==> src/rtl/pe_mv_accumulator.sv <==
// pe_mv_accumulator
//
// Matrix-vector processing element. Each accepted beat carries one
// LANES x LANES signed matrix tile and one LANES-element signed vector
// slice. The element forms LANES dot products and accumulates them over
// num_tiles tiles, then holds the result on output_data with out_valid
// high until the next start.
//
// Ports
//   clk          rising-edge clock
//   rst          asynchronous, active-high reset
//   start        one-cycle pulse: clear accumulators, load num_tiles, begin job
//   num_tiles    tiles to accumulate, sampled only while start is high
//   in_valid     matrix_data/vector_data carry a tile this cycle
//   matrix_data  element (r,c) at [(r*LANES+c)*DATA_W +: DATA_W]
//   vector_data  element c at [c*DATA_W +: DATA_W]
//   output_data  accumulator r at [r*ACC_W +: ACC_W]
//   out_valid    level, high while output_data holds a finished result
//   done         one-cycle pulse on the first out_valid cycle
//   busy         high while accumulating or draining
//   state_dbg    current FSM state (0 IDLE, 1 ACCUM, 2 DRAIN, 3 DONE)
//
// Handshake: there is no backpressure. A tile is taken on every cycle
// where in_valid is high, the FSM is in ACCUM, start is low and tiles
// remain; in_valid is ignored in every other cycle.

module pe_mv_accumulator #(
  parameter int LANES      = 4,
  parameter int DATA_W     = 8,
  parameter int ACC_W      = 32,
  parameter int TILE_CNT_W = 8
) (
  input  logic                            clk,
  input  logic                            rst,
  input  logic                            start,
  input  logic [TILE_CNT_W-1:0]           num_tiles,
  input  logic                            in_valid,
  input  logic [LANES*LANES*DATA_W-1:0]   matrix_data,
  input  logic [LANES*DATA_W-1:0]         vector_data,
  output logic [LANES*ACC_W-1:0]          output_data,
  output logic                            out_valid,
  output logic                            done,
  output logic                            busy,
  output logic [1:0]                      state_dbg
);

  localparam int PROD_W = 2 * DATA_W;

  typedef enum logic [1:0] {
    S_IDLE  = 2'd0,
    S_ACCUM = 2'd1,
    S_DRAIN = 2'd2,
    S_DONE  = 2'd3
  } state_t;

  state_t                    state_q, state_d;
  logic [TILE_CNT_W-1:0]     remaining_q;
  logic signed [PROD_W-1:0]  prod_q [LANES*LANES];
  logic                      s1_valid_q;
  logic signed [ACC_W-1:0]   acc_q [LANES];
  logic signed [ACC_W-1:0]   row_sum [LANES];
  logic                      done_seen_q;
  logic                      capture;

  // A tile is taken only in ACCUM and never in a start cycle.
  assign capture = (state_q == S_ACCUM) && in_valid && !start;

  // ---------------- FSM ----------------
  always_ff @(posedge clk or posedge rst) begin
    if (rst) state_q <= S_IDLE;
    else     state_q <= state_d;
  end

  always_comb begin
    state_d = state_q;
    if (start) begin
      state_d = (num_tiles != '0) ? S_ACCUM : S_DONE;
    end else begin
      case (state_q)
        S_ACCUM: if (capture && remaining_q == TILE_CNT_W'(1)) state_d = S_DRAIN;
        // Stage 2 writes the accumulators directly, so once stage 1 is
        // empty the last product has already landed in acc_q.
        S_DRAIN: if (!s1_valid_q) state_d = S_DONE;
        default: state_d = state_q;
      endcase
    end
  end

  always_ff @(posedge clk or posedge rst) begin
    if (rst)          remaining_q <= '0;
    else if (start)   remaining_q <= num_tiles;
    else if (capture) remaining_q <= remaining_q - TILE_CNT_W'(1);
  end

  // ---------------- Stage 1: products ----------------
  always_ff @(posedge clk or posedge rst) begin
    if (rst) begin
      s1_valid_q <= 1'b0;
      for (int i = 0; i < LANES*LANES; i++) prod_q[i] <= '0;
    end else begin
      // start forces capture low, which also discards any in-flight product.
      s1_valid_q <= capture;
      if (capture) begin
        for (int r = 0; r < LANES; r++) begin
          for (int c = 0; c < LANES; c++) begin
            prod_q[r*LANES+c] <= $signed(matrix_data[(r*LANES+c)*DATA_W +: DATA_W])
                               * $signed(vector_data[c*DATA_W +: DATA_W]);
          end
        end
      end
    end
  end

  // ---------------- Stage 2: row sums into accumulators ----------------
  always_comb begin
    for (int r = 0; r < LANES; r++) begin
      row_sum[r] = '0;
      for (int c = 0; c < LANES; c++) begin
        row_sum[r] = row_sum[r]
                   + {{(ACC_W-PROD_W){prod_q[r*LANES+c][PROD_W-1]}}, prod_q[r*LANES+c]};
      end
    end
  end

  always_ff @(posedge clk or posedge rst) begin
    if (rst) begin
      for (int r = 0; r < LANES; r++) acc_q[r] <= '0;
    end else if (start) begin
      for (int r = 0; r < LANES; r++) acc_q[r] <= '0;
    end else if (s1_valid_q) begin
      // Two's complement wrap, no saturation.
      for (int r = 0; r < LANES; r++) acc_q[r] <= acc_q[r] + row_sum[r];
    end
  end

  // ---------------- Outputs ----------------
  // done_seen_q marks that DONE was already occupied last cycle; a start
  // clears it so a zero-tile restart from DONE pulses done again.
  always_ff @(posedge clk or posedge rst) begin
    if (rst)        done_seen_q <= 1'b0;
    else if (start) done_seen_q <= 1'b0;
    else            done_seen_q <= (state_q == S_DONE);
  end

  always_comb begin
    output_data = '0;
    for (int r = 0; r < LANES; r++) output_data[r*ACC_W +: ACC_W] = acc_q[r];
  end

  assign out_valid = (state_q == S_DONE);
  assign done      = (state_q == S_DONE) && !done_seen_q;
  assign busy      = (state_q == S_ACCUM) || (state_q == S_DRAIN);
  assign state_dbg = state_q;

endmodule
==> config.mk <==
export PLATFORM = sky130hd
export DESIGN_NAME = pe_mv_accumulator
export DESIGN_NICKNAME = d
export VERILOG_FILES = /design/src/rtl/pe_mv_accumulator.sv
export SDC_FILE = /design/constraint.sdc
export NUM_CORES = 2
export LEC_CHECK = 0
export CAP_MARGIN = 20
export CORE_ASPECT_RATIO = 0.9
export CORE_MARGIN = 8
export CORE_UTILIZATION = 53
export DETAILED_ROUTE_END_ITERATION = 7
export PLACE_DENSITY = 0.75
export SYNTH_ARGS = -nofsm -noshare
export SYNTH_HDL_FRONTEND = slang
export SYNTH_SLANG_ARGS = --single-unit
==> constraint.sdc <==
create_clock -name clk -period 22.3 [get_ports clk]
set_input_delay 6.69 -clock clk [delete_from_list [all_inputs] [get_ports clk]]
set_output_delay 6.69 -clock clk [all_outputs]
set_load 0.02 [all_outputs]
==> Word-level counts from Yosys, hierarchy flattened <==
Cells that the tools add are included.
{ "totals": {"word_cells": 85, "reg_bits": 396, "in_bits": 172} }
{ "classes": {"n_reduce_logical": 12, "eq_ne": 6, "multipliers": 16, "mux": 10, "addsub": 17} }
{ "op_table": {"columns": ["cell", "n"], "rows": [
  ["$mul A8 B8 Y16", 16],
  ["$mux W128", 2],
  ["$add A32 B19 Y32", 4],
  ["$add A18 B16 Y19", 4],
  ["$add A17 B16 Y18", 4],
  ["$add A16 B16 Y17", 4],
  ["$mux W8", 2],
  ["$eq A8 B1 Y1 const B", 1],
  ["$mux W2", 4],
  ["$reduce_bool A8 Y1", 1],
  ["$sub A8 B1 Y8 const B", 1],
  ["$eq A2 B2 Y1 const B", 2],
  ["$logic_and A1 B1 Y1", 4],
  ["$pmux W2 S2", 1],
  ["$reduce_bool A2 Y1", 2],
  ["$ne A3 B2 Y1 const B", 1],
  ["$ne A3 B3 Y1 const B", 1],
  ["$reduce_and A3 Y1", 1],
  ["$reduce_bool A3 Y1", 1],
  ["$eq A2 B1 Y1 const B", 1],
  ["$logic_not A1 Y1", 2],
  ["$logic_or A1 B1 Y1", 1],
  ["$mux W1", 1]
]} }

==> Depth between registers and ports, before layout <==
{ "logic_depth": {"ltp_word": 7, "mapped_depth": 20} }

==> Least setup slack after synthesis <==
OpenSTA, ideal clock, no wires.
{ "synth_path": {"kind": "input-to-reg", "startpoint": "input vector_data[30]", "endpoint": "register prod_q[142] (netlist name)", "path_slack_ps": 11409, "cell_stages": 19, "arrival_time_ps": 10796, "t_required_ps": 22205, "path_cell_list": "clkbuf_1 -> clkbuf_1 -> nand2_1 -> fa_1 -> fa_1 -> inv_1 -> fa_1 -> inv_1 -> fa_1 -> inv_1 -> ha_1 -> o21ai_0 -> a21boi_0 -> o21ai_0 -> a21boi_0 -> o21ai_0 -> a211oi_1 -> nor3_1 -> o31ai_1"} }
{ "synth_via": {"elab_chain_len": 1} }
{ "synth_lines": {"columns": ["element", "line", "rtl"], "rows": [
  ["start: declaration", "39", "input logic [LANES*DATA_W-1:0] vector_data,"],
  ["$mul A8 B8 Y16", "107", "* $signed(vector_data[c*DATA_W +: DATA_W]);"],
  ["end signal: indexed assignment", "106", "prod_q[r*LANES+c] <= $signed(matrix_data[(r*LANES+c)*DATA_W +: DATA_W])"],
  ["end: declaration", "58", "logic signed [PROD_W-1:0] prod_q [LANES*LANES];"]
]} }
Every way passes these cells.
A chain may end at the register's enable or synchronous reset.

==> Worst setup path in the final report <==
{ "layout_path": {"startpoint": "input vector_data[31]", "endpoint": "register prod_q[142] (netlist name)"} }
Same word-level chain as after synthesis.

==> flow_metrics.tcl <==
set metrics [dict create \
    initial_utilization 0.534 \
    nNetsFinal 10300 \
    ys_seq_area_frac 0.139 \
    place_area_um2 76100 \
    syn-num-nets 10100 \
    grt_max_degree 227 \
    cts_hold_buffers 0 \
    cts_root_buf "clkbuf_16" \
    synth_top_area_share 0.351 \
    fp.dieH_um 364 \
    cp.required_ns 22.78 \
    drt-pass1-iter-count 7 \
    post-synth-top-area-cell "fa_1" \
    timing.setup.tns_ns 0 \
    min_from "prod_q[112]" \
    tightest_slew_ns 0.998 \
    ys_seq_elements 396 \
    vias 53300 \
    ys_top_cells_by_area "fa_1 35%, dfrtp_1 14%, inv_1 12%, ha_1 10%, and2_1 5.9%" \
    globalplace.congestion 0.939 \
    cap_violations 0 \
    max_freq_mhz 83.9 \
    core-area_um2 133000 \
    cts_resized 0 \
    port_buffers 304 \
    worstPathMaxFanout 24 \
    synth.distinct_cells 69 \
    postRouteWirelength_mm 192 \
    async_reset_ff_frac 1.00 \
    synth_ff_type "dfrtp_1" \
    final_max_slew_viol_count 0 \
    relSlewSlack 0.334 \
    cts_made_buffers 51 \
    clock_latency_ns 0.64 \
    drive_above_1_share 0.0243 \
    syn_area_per_cell_um2 8.82 \
    instances_no_fill 10100 \
    outcome "completed" \
    post-route-util 0.585 \
    rr_worst_depth 17 \
    drt_iter0_drc 3610 \
    post-route-period-util 0.534 \
    cts_tree "yes" \
    synth_edf_count 0 \
    die_area_um2 146000 \
    cp-start-kind "primary input" \
    r2r_end "output_data[63]" \
    antenna_found_initial 9 \
    hold_path_end "prod_q[112]" \
    dieWidth_um 402 \
    postRouteAntennaNets 0 \
    cts_setup_buffers 0 \
    clkSlewWorstSetupHoldPaths_ns 0.07 \
    holdPathStages 2 \
    io_pins 305 \
    grt_pass1_vias 55700 \
    grt-ovfl-total 0 \
    wire_per_inst_um 19.1 \
    arrival_ns 12.40 \
    num_rows 127 \
    netlist_top_cells_count "2347 x inv_1, 1248 x fa_1, 675 x and2_1" \
    finalCriticalPeriod_ns 11.91 \
    rsz0062_at_grt "false" \
    cp-end-kind "flop" \
    syn_inst 8074 \
    clockBufferDepth 3 \
    grt_pass1_wl_mm 308 \
    cts.sinks 396 \
    syn_area_um2 71200 \
    post-route-cell-area_um2 78000 \
    dp_hpwl_mm 157 \
    setup_viol 0 \
    synth_most_common_cell "inv_1" \
    viasPerCell 5.29 \
    dp.cells 9968 \
    finalHoldViolCount 0 \
    htreeDepth 2 \
    drc_errors 0 \
    yosysWarnings 0 \
    reg2reg_setup_slack_ns 16.33 \
    reg2reg_from "prod_q[143]" \
    crit_type "in2reg" \
    min_path_type "reg2reg" \
    clock-skew-final_ns 0.0424 \
    area.growth.synth_to_final_pct 9.52 \
    gr-usage-all-layers 0.264 \
]
[cell usage in the layout, fill, tap and decap left out, types with 40 or more instances in the layout]
cell / n
inv_1: 2345
fa_1: 1248
and2_1: 675
nand2_1: 620
ha_1: 597
dfrtp_1: 395
o21ai_0: 314
nor2_1: 303
clkdlybuf4s50_1: 303
xnor2_1: 251
a21oi_1: 156
nor2b_1: 103
xor2_1: 90
nand2b_1: 63
a21o_1: 62
nor3_1: 61
a211oi_1: 58
mux2i_1: 58
o31ai_1: 57
nand3_1: 55
clkbuf_16: 53
buf_4: 45
a21boi_0: 40
[worst max-delay path, cell delays in order]
cell and delay [ns]:
clkdlybuf4s50_1 1.06, inv_1 0.72, nor2_1 0.31, fa_1 0.47, fa_1 0.46, fa_1 0.49
inv_1 0.05, fa_1 0.47, inv_1 0.05, ha_1 0.29, a21boi_0 0.25, o21ai_0 0.15
a21boi_0 0.26, o21ai_0 0.15, a211oi_1 0.31, o21a_1 0.16, o31ai_1 0.07
[stage by stage]
| stage | setup slack, ns | hold WS [ns] |
|---|---|---|
| after floorplan | 4.60 | 0.445 |
| after global placement | 9.86 | 0.466 |
| after detailed placement | 9.76 | 0.463 |
| after CTS | 10.42 | 0.476 |
| after global routing | 9.88 | 0.497 |
| final | 10.39 | 0.475 |
[metal layers]
layer  track usage  up-vias  routed length [um]
li1              -    24400                   -
met1         0.367    27000               82200
met2         0.424     1605               87600
met3        0.0496      293               15700
met4        0.0806        2                6710
met5             0        -                  13
[state kept, by name, summed over array words and instances (netlist names)]
register and count:
remaining_q 8, state_dbg 2, done_seen_q 1, s1_valid_q 1, prod_q 256, output_data 128
[how the worst max path moves through the flow]
stage,end,startpoint,cells after the start
finish,prod_q[142],vector_data[31],17
global route,prod_q[142],vector_data[31],17
CTS,prod_q[142],vector_data[31],17
detailed placement,prod_q[142],vector_data[31],17
global placement,prod_q[142],vector_data[31],17
floorplan,done_seen_q,rst,1
[cells by family after synthesis]
kind of cell	after synthesis	share of synthesized area
adder cells (fa/ha/maj)	1845	0.456
buffers and inverters	2547	0.134
XOR/XNOR	341	0.0419
AND/OR/NAND/NOR	1991	0.141
flip-flops	396	0.139
multiplexers	71	0.0102
AO/OA/AOI/OAI	883	0.0778
[final cells by class]
cell class                      instances  area [um2]
Multi-Input combinational cell       5131       51800
Fill cell                           11600       55300
Clock buffer                           73        1480
Clock inverter                         19         241
Tap cell                             1741        2180
Sequential cell                       396        9910
Timing Repair Buffer                  358        3580
Antenna cell                            6        15.0
Inverter                             2349        8830
Power is left out: the tool's default activity adds up to more than one toggle a clock period on the data nets, which glitch-free logic cannot reach.
